--- config.mk ---
export PLATFORM = sky130hd
export DESIGN_NAME = utim64_irq_ctrl_flat
export DESIGN_NICKNAME = d
export VERILOG_FILES = /design/src/rtl/utim64_irq_ctrl_pkg.sv /design/src/rtl/utim64_irq_ctrl_if.sv /design/src/rtl/utim64_irq_prio_enc.sv /design/src/rtl/utim64_irq_ctrl.sv /design/src/flat_wrapper.sv
export SDC_FILE = /design/constraint.sdc
export NUM_CORES = 1
export LEC_CHECK = 0
export CORE_MARGIN = 5
export CORE_UTILIZATION = 41
export DETAILED_ROUTE_END_ITERATION = 7
export GPL_ROUTABILITY_DRIVEN = 0
export PLACE_DENSITY = 0.76
export SYNTH_ARGS = -nofsm -noshare
export SYNTH_HDL_FRONTEND = slang
export SYNTH_SLANG_ARGS = --single-unit
export TNS_END_PERCENT = 100
--- constraint.sdc ---
create_clock -name iCLOCK -period 1.4 [get_ports iCLOCK]
set_clock_uncertainty 0.1 [all_clocks]
set_input_delay 0.21 -clock iCLOCK [delete_from_list [all_inputs] [get_ports iCLOCK]]
set_output_delay 0.21 -clock iCLOCK [all_outputs]
set_load 0.02 [all_outputs]
--- src/rtl/utim64_irq_ctrl_pkg.sv ---
`default_nettype none
// =============================================================================
// utim64_irq_ctrl_pkg : shared utim64 constants, FSM encoding and channel count
// Revision 1.0
// =============================================================================
package utim64_irq_ctrl_pkg;

    localparam logic L_PARAM_IRQ_IDLE = 1'b0;
    localparam logic L_PARAM_IRQ_REQ  = 1'b1;

    // Channel count shared with the comparator counter instances
    localparam int L_PARAM_DEFAULT_CH = 4;

    typedef enum logic {
        IRQ_IDLE = L_PARAM_IRQ_IDLE,
        IRQ_REQ  = L_PARAM_IRQ_REQ
    } irq_state_t;

endpackage
`default_nettype wire

--- src/rtl/utim64_irq_ctrl_if.sv ---
`default_nettype none
// =============================================================================
// utim64_irq_ctrl_if : comparator IRQs, config/clear strobes and IRQ handshake
// Revision 1.0
// =============================================================================
interface utim64_irq_ctrl_if #(
    parameter int P_CH   = 4,
    parameter int P_NUMW = 3
);
    logic [P_CH-1:0]   iCMP_IRQ;
    logic              iCONF_WRITE;
    logic              iCONF_GLOBAL_ENA;
    logic [P_CH-1:0]   iCONF_MASK;
    logic              iCLR_WRITE;
    logic [P_CH-1:0]   iCLR_PENDING;
    logic [P_CH-1:0]   oPENDING;
    logic              oIRQ_VALID;
    logic [P_NUMW-1:0] oIRQ_NUM;
    logic              iIRQ_ACK;
`ifdef UTIM64_IRQ_OVERRUN_EN
    logic [P_CH-1:0]   oOVERRUN;
`endif

    modport slave (
        input  iCMP_IRQ, iCONF_WRITE, iCONF_GLOBAL_ENA, iCONF_MASK,
               iCLR_WRITE, iCLR_PENDING, iIRQ_ACK,
        output oPENDING, oIRQ_VALID, oIRQ_NUM
`ifdef UTIM64_IRQ_OVERRUN_EN
        , output oOVERRUN
`endif
    );

    modport master (
        output iCMP_IRQ, iCONF_WRITE, iCONF_GLOBAL_ENA, iCONF_MASK,
               iCLR_WRITE, iCLR_PENDING, iIRQ_ACK,
        input  oPENDING, oIRQ_VALID, oIRQ_NUM
`ifdef UTIM64_IRQ_OVERRUN_EN
        , input oOVERRUN
`endif
    );

endinterface
`default_nettype wire

--- src/rtl/utim64_irq_prio_enc.sv ---
`default_nettype none
// =============================================================================
// utim64_irq_prio_enc : lowest-index-first priority encoder with any-set flag
// Revision 1.0
// =============================================================================
module utim64_irq_prio_enc #(
    parameter int P_CH   = 4,
    parameter int P_NUMW = 3
)(
    input  wire logic [P_CH-1:0]   vec,
    output logic      [P_NUMW-1:0] idx,
    output logic                   any
);

    always_comb begin
        idx = '0;
        any = |vec;
        // Descending scan so the lowest set index is the last one written
        for (int i = P_CH - 1; i >= 0; i--) begin
            if (vec[i]) begin
                idx = P_NUMW'(i);
            end
        end
    end

endmodule
`default_nettype wire

--- src/rtl/utim64_irq_ctrl.sv ---
`default_nettype none
// =============================================================================
// utim64_irq_ctrl : edge-detect/pending/mask IRQ collector with valid/ack output
// Revision 1.0 -- optional lost-event flags under UTIM64_IRQ_OVERRUN_EN
// =============================================================================
module utim64_irq_ctrl
    import utim64_irq_ctrl_pkg::*;
#(
    parameter int P_CH   = L_PARAM_DEFAULT_CH,
    parameter int P_NUMW = 3
)(
    input wire logic          iCLOCK,
    input wire logic          inRESET,
    utim64_irq_ctrl_if.slave  bus
);

    logic [P_CH-1:0]   prev;
    logic [P_CH-1:0]   pending;
    logic [P_CH-1:0]   mask;
    logic              global_ena;
    logic [P_CH-1:0]   edge_det;
    logic [P_CH-1:0]   sw_clr;
    logic [P_CH-1:0]   ack_clr;
    logic [P_CH-1:0]   req;
    irq_state_t        state;
    irq_state_t        state_nxt;
    logic [P_NUMW-1:0] irq_num;
    logic [P_NUMW-1:0] irq_num_nxt;
    logic [P_NUMW-1:0] enc_idx;
    logic              enc_any;

    assign edge_det = bus.iCMP_IRQ & ~prev;
    assign sw_clr   = bus.iCLR_WRITE ? bus.iCLR_PENDING : '0;
    assign req      = global_ena ? (pending & mask) : '0;

    utim64_irq_prio_enc #(
        .P_CH   (P_CH),
        .P_NUMW (P_NUMW)
    ) u_prio_enc (
        .vec (req),
        .idx (enc_idx),
        .any (enc_any)
    );

    always_ff @(posedge iCLOCK or negedge inRESET) begin
        if (!inRESET) begin
            prev       <= '0;
            pending    <= '0;
            mask       <= '0;
            global_ena <= 1'b0;
        end else begin
            prev    <= bus.iCMP_IRQ;
            // Edge is OR-ed in last so a coincident clear never loses it
            pending <= (pending & ~(sw_clr | ack_clr)) | edge_det;
            if (bus.iCONF_WRITE) begin
                mask       <= bus.iCONF_MASK;
                global_ena <= bus.iCONF_GLOBAL_ENA;
            end
        end
    end

    always_ff @(posedge iCLOCK or negedge inRESET) begin
        if (!inRESET) begin
            state   <= IRQ_IDLE;
            irq_num <= '0;
        end else begin
            state   <= state_nxt;
            irq_num <= irq_num_nxt;
        end
    end

    always_comb begin
        state_nxt   = state;
        irq_num_nxt = irq_num;
        ack_clr     = '0;
        case (state)
            IRQ_IDLE: begin
                if (enc_any) begin
                    state_nxt   = IRQ_REQ;
                    irq_num_nxt = enc_idx;
                end
            end
            IRQ_REQ: begin
                // Once raised, only an ack retires the request
                if (bus.iIRQ_ACK) begin
                    state_nxt = IRQ_IDLE;
                    for (int i = 0; i < P_CH; i++) begin
                        ack_clr[i] = (irq_num == P_NUMW'(i));
                    end
                end
            end
            default: state_nxt = IRQ_IDLE;
        endcase
    end

    assign bus.oPENDING   = pending;
    assign bus.oIRQ_VALID = (state == IRQ_REQ);
    assign bus.oIRQ_NUM   = irq_num;

`ifdef UTIM64_IRQ_OVERRUN_EN
    logic [P_CH-1:0] overrun;

    always_ff @(posedge iCLOCK or negedge inRESET) begin
        if (!inRESET) begin
            overrun <= '0;
        end else begin
            overrun <= (overrun & ~sw_clr) | (edge_det & pending & ~(sw_clr | ack_clr));
        end
    end

    assign bus.oOVERRUN = overrun;
`endif

endmodule
`default_nettype wire

--- src/flat_wrapper.sv ---
// flat-port wrapper written by rule: the top's interface ports become plain ports
module utim64_irq_ctrl_flat import utim64_irq_ctrl_pkg::*;
#(
    parameter int P_CH   = L_PARAM_DEFAULT_CH,
    parameter int P_NUMW = 3
)
  (iCLOCK, inRESET, bus_iCMP_IRQ, bus_iCONF_WRITE, bus_iCONF_GLOBAL_ENA, bus_iCONF_MASK, bus_iCLR_WRITE, bus_iCLR_PENDING, bus_iIRQ_ACK, bus_oPENDING, bus_oIRQ_VALID, bus_oIRQ_NUM);
  utim64_irq_ctrl_if #(.P_CH(P_CH), .P_NUMW(P_NUMW)) bus_i ();
  input wire logic iCLOCK;
  input wire logic inRESET;
  input wire logic [$bits(bus_i.iCMP_IRQ)-1:0] bus_iCMP_IRQ;
  input wire logic [$bits(bus_i.iCONF_WRITE)-1:0] bus_iCONF_WRITE;
  input wire logic [$bits(bus_i.iCONF_GLOBAL_ENA)-1:0] bus_iCONF_GLOBAL_ENA;
  input wire logic [$bits(bus_i.iCONF_MASK)-1:0] bus_iCONF_MASK;
  input wire logic [$bits(bus_i.iCLR_WRITE)-1:0] bus_iCLR_WRITE;
  input wire logic [$bits(bus_i.iCLR_PENDING)-1:0] bus_iCLR_PENDING;
  input wire logic [$bits(bus_i.iIRQ_ACK)-1:0] bus_iIRQ_ACK;
  output wire logic [$bits(bus_i.oPENDING)-1:0] bus_oPENDING;
  output wire logic [$bits(bus_i.oIRQ_VALID)-1:0] bus_oIRQ_VALID;
  output wire logic [$bits(bus_i.oIRQ_NUM)-1:0] bus_oIRQ_NUM;
  assign bus_i.iCMP_IRQ = bus_iCMP_IRQ;
  assign bus_i.iCONF_WRITE = bus_iCONF_WRITE;
  assign bus_i.iCONF_GLOBAL_ENA = bus_iCONF_GLOBAL_ENA;
  assign bus_i.iCONF_MASK = bus_iCONF_MASK;
  assign bus_i.iCLR_WRITE = bus_iCLR_WRITE;
  assign bus_i.iCLR_PENDING = bus_iCLR_PENDING;
  assign bus_i.iIRQ_ACK = bus_iIRQ_ACK;
  assign bus_oPENDING = bus_i.oPENDING;
  assign bus_oIRQ_VALID = bus_i.oIRQ_VALID;
  assign bus_oIRQ_NUM = bus_i.oIRQ_NUM;
  utim64_irq_ctrl #(.P_CH(P_CH), .P_NUMW(P_NUMW)) u_core (.iCLOCK(iCLOCK), .inRESET(inRESET), .bus(bus_i));
endmodule
==> Word-level counts from Yosys, hierarchy flattened <==
Cells that the tools add are included.
{ "totals": {"register_bits": 17, "input_bits": 18, "out_inout_bits": 8} }
{ "classes": {"n_eq_ne": 3, "mux": 11, "bitwise": 8, "n_reduce_logical": 3} }
{ "ops": {"columns": ["operator", "n"], "rows": [
  ["2-to-1 mux 4 bit", 4],
  ["AND 4 bit", 3],
  ["2-to-1 mux 3 bit", 3],
  ["NOT 4 bit", 2],
  ["bitwise OR 4 bit", 2],
  ["equality test 3 x 2 -> 1 bit (second input constant)", 2],
  ["OR reduction 4 bit", 1],
  ["equality test 3 x 1 -> 1 bit (second input constant)", 1],
  ["zero test 3 bit", 1],
  ["2-to-1 mux 1 bit", 2],
  ["2-to-1 mux 2 bit", 1],
  ["one-hot mux 1 bit (2 select lines)", 1],
  ["AND reduction 2 bit", 1],
  ["NOT 1 bit", 1]
]} }

==> Longest topological paths before layout <==
{ "depth": {"word_depth": 7, "depth_mapped": 4, "mapped_depth_nobuf": 4} }

==> Cells and area by module <==
Synthesis repeated with hierarchy kept, for this count alone.
{ "hier_totals": {"hier_cells": 60, "area_unflattened_um2": 704.4} }
{ "by_module_without_submodules": {"columns": ["mod", "n_inst", "cells_per_inst", "area_each_um2", "seq_area_each_um2"], "rows": [
  ["utim64_irq_ctrl", 1, 51, 658.1, 425.4],
  ["utim64_irq_prio_enc", 1, 9, 46.3, 0.0]
]} }

==> Least setup slack after synthesis <==
OpenSTA, ideal clock, no wires.
{ "synth_timing": {"kind": "reg2reg", "startpoint": "register u_core.state (netlist: u_core.bus.oIRQ_VALID)", "endpoint": "register u_core.irq_num[0] (netlist: u_core.bus.oIRQ_NUM[0])", "setup_time_ns": 0.120, "t_arrival_ns": 1.042, "required_time_ns": 1.180, "path_slack_ns": 0.139, "stages_incl_launch_ff": 5, "path_buffers": 0, "period_less_slack_ns": 1.261, "cell_sequence": "dfrtp_1 nand2b_1 o21ai_1 a21oi_1 a31o_1"} }
{ "synth_via": {"elab_chain_len": 2} }
{ "synth_lines": {"columns": ["item", "line", "text"], "rows": [
  ["start: declaration", "utim64_irq_ctrl.sv:25", "irq_state_t state;"],
  ["start signal: assignment", "utim64_irq_ctrl.sv:67", "state <= state_nxt;"],
  ["NOT 1 bit", null, null],
  ["AND reduction 2 bit (no source line)", null, null],
  ["end signal: assignment", "utim64_irq_ctrl.sv:68", "irq_num <= irq_num_nxt;"],
  ["end: declaration", "utim64_irq_ctrl.sv:27", "logic [P_NUMW-1:0] irq_num;"]
]} }
No other way between the ends.
A chain may end at the register's enable or synchronous reset.

==> Worst setup path after layout <==
{ "layout_timing": {"startpoint": "register u_core.pending[2] (netlist: u_core.bus.oPENDING[2])", "endpoint": "output bus_oPENDING[2]"} }
{ "layout_rtl": {"columns": ["item", "line", "text"], "rows": [
  ["start: declaration", "utim64_irq_ctrl.sv:18", "logic [P_CH-1:0] pending;"],
  ["start signal: assignment", "utim64_irq_ctrl.sv:54", "pending <= (pending & ~(sw_clr | ack_clr)) | edge_det;"],
  ["end: declaration", "flat_wrapper.sv:18", "output wire logic [$bits(bus_i.oPENDING)-1:0] bus_oPENDING;"]
]} }
No word-level cell between the ends.

==> flow_metrics.env <==
export IMPL_cts_tree="built"
export IMPL_dpl_cell_area_sq_um=958.4
export IMPL_vias_per_cell=5.028
export IMPL_slowest_stage="dfrtp_1"
export IMPL_grt_pass1_vias=593
export IMPL_first_iter_violations=4
export IMPL_period_minus_slack_ns=1.332
export IMPL_dieArea_sq_um=2514
export IMPL_synthCells=61
export IMPL_grt_max_degree=17
export IMPL_nFillCells=131
export IMPL_grt_overflow=0
export IMPL_syn_area_per_cell_sq_um=10.83
export IMPL_end_kind="output pin"
export IMPL_initial_utilization_pct=43.35
export IMPL_die_w_um=50.14
export IMPL_drt_wl_total_um=1512
export IMPL_tns_ns=0
export IMPL_crit_buf_inv=1
export IMPL_outcome="finished, final reports clean"
export IMPL_slowest_delay_ns=0.41
export IMPL_antenna_found_initial=0
export IMPL_critPathTopFamily="flip-flops"
export IMPL_total_power_uw=1370
export IMPL_finalCoreUtilization_pct=63.79
export IMPL_drive_gt1_share_pct=12.90
export IMPL_clk_pin_slew_ns=0.08
export IMPL_clk_latency_ns=0.27
export IMPL_p_leak_uw=0.0004429
export IMPL_hold_viol=0
export IMPL_stdcell_area_sq_um=972.2
export IMPL_cp_data_arrival_time_ns=1.02
export IMPL_drc=0
export IMPL_htree_levels=1
export IMPL_fin_ws_ns=0.06774
export IMPL_post_drt_wl_per_cell_um=13.87
export IMPL_drv_slew=0
export IMPL_place_ws_ns=-0.009505
export IMPL_grt_pass1_wl_um=2649
export IMPL_critPathLaunch="u_core.bus.oPENDING[2]"
export IMPL_drv_cap=0
export IMPL_grt_usage_pct=13.30
export IMPL_powerDensity_nw_per_um2=1410
export IMPL_setup_viol=0
export IMPL_synth_seq_area_share_pct=60.61
export IMPL_synth_cell_type_count=19
export IMPL_path_cells="dlygate4sd2_1"
export IMPL_dp_final_hpwl_um=1266
export IMPL_cts_path_max_buffers=2
export IMPL_syn_cell_area_sq_um=660.6
export IMPL_crit_type="flip-flop to output pin"
export IMPL_cts_root_buf="clkbuf_4"
export IMPL_nets=113
export IMPL_postCtsHoldBufs=0
export IMPL_postSynthRegisterBits=16
export IMPL_num_antenna_cells=0
export IMPL_fin_crit_sh_pct=95.16
export IMPL_clock_sinks=16
export IMPL_yosys_warnings=0
export IMPL_fmax_mhz=750.6
export IMPL_hold_class="input port to async pin"
export IMPL_peakVddDrop_mv=0.9625
export IMPL_fp_dieH_um=50.14
export IMPL_core_sq_um=1524
export IMPL_vias=548
export IMPL_io_pin_count=26
export IMPL_synth_nets=79
export IMPL_rsz0062_at_grt="no"
export IMPL_r2r_start="u_core.bus.oIRQ_VALID"
export IMPL_path_max_fanout=3
export IMPL_ant_nets=0
export IMPL_port_buffer_count=24
export IMPL_required_ns=1.09
export IMPL_setup_worst_path_start_class="flip-flop"
export IMPL_numCtsBuffers=3
export IMPL_core_rowCount=14
export IMPL_area_growth_pct=47.16
export IMPL_dr_pass1_iters=4
[metal layers]
layer | vias to the layer above | routed length (um) | track usage [%]
met4 | 0 | 0 | 2.620
met1 | 265 | 609 | 15.82
met3 | 0 | 74 | 2.071
li1 | 272 | - | -
met2 | 11 | 827 | 24.90
met5 | - | 0 | 0
[layout make-up]
class	instances	area, sq um	area share, %
tap	16	20.02	2.059
clock buffer	3	22.52	2.317
multi-input combinational	38	230.2	23.68
timing repair buffer	30	276.5	28.44
sequential	16	400.4	41.18
inverter	6	22.52	2.317
[final timing paths]
check                      depth (start not counted)                      to  slack (ns)
max                                                1         bus_oPENDING[2]        0.07
min                                                2          u_core.prev[1]        0.15
max reg2reg                                        4  u_core.bus.oIRQ_NUM[0]        0.19
min reg2reg                                        1  u_core.bus.oPENDING[1]        0.32
max in group asynchronous                          2          u_core.prev[0]        0.87
min in group iCLOCK                                1          u_core.prev[2]        0.30
[power by group]
part | internal (uW) | switching, uW
sequential | 547 | 51.2
clock | 99.6 | 130
combinational | 257 | 285
[Yosys cell counts]
library cell   n  area (sq um)
mux2_1         3         33.78
nand2_1        9         33.78
mux2_2         2         22.52
o21ai_1        6         30.03
nand2b_1       1         6.260
nand3_1        2         10.01
inv_1          6         22.52
o21ai_0        1         5.000
o311ai_1       2         17.52
nand4_1        1         6.260
nor2_1         3         11.26
o211ai_1       2         15.01
a21oi_2        1         8.760
conb_1         1         3.750
dfrtp_1       16         400.4
a21oi_1        2         10.01
and2b_1        1         7.510
a31o_1         1         8.760
buf_4          1         7.510
[placed cells by master (no fill, tap or decap)]
cell / instances
a21oi_1: 2
a21oi_2: 1
a31o_1: 1
and2b_1: 1
buf_4: 6
clkbuf_4: 3
clkdlybuf4s50_1: 17
conb_1: 1
dfrtp_1: 16
dlygate4sd2_1: 7
inv_1: 6
mux2_1: 3
mux2_2: 2
nand2_1: 9
nand2b_1: 1
nand3_1: 2
nand4_1: 1
nor2_1: 3
o211ai_1: 2
o21ai_0: 1
o21ai_1: 6
o311ai_1: 2
[state kept, by name, summed over array words and instances (netlist names)]
register and flops:
u_core.global_ena 1, u_core.mask 4, u_core.bus.oIRQ_VALID 1, u_core.prev 4, u_core.bus.oIRQ_NUM 2, u_core.bus.oPENDING 4
[logic make-up after synthesis]
kind of cell | share of synthesized area (%)
compound gates | 14.39
buf+inv | 4.546
flops | 60.61
mux | 8.522
other cells | 0.5676
simple gates | 11.36
[per-stage QoR]
stage | hold WS, ns | instances
after floorplan | -0.1856 | 61
after global routing | 0.1562 | 109
after detailed placement | 0.3156 | 106
final | 0.1470 | 109
after global placement | 0.2953 | 106
after CTS | 0.1446 | 109
[what timing repair did]
action	CTS	global route
buffers inserted	0	0
endpoints found under the setup margin	7	0
gates resized for setup	7	0
Note: power is estimated with default switching activity, not from simulation.
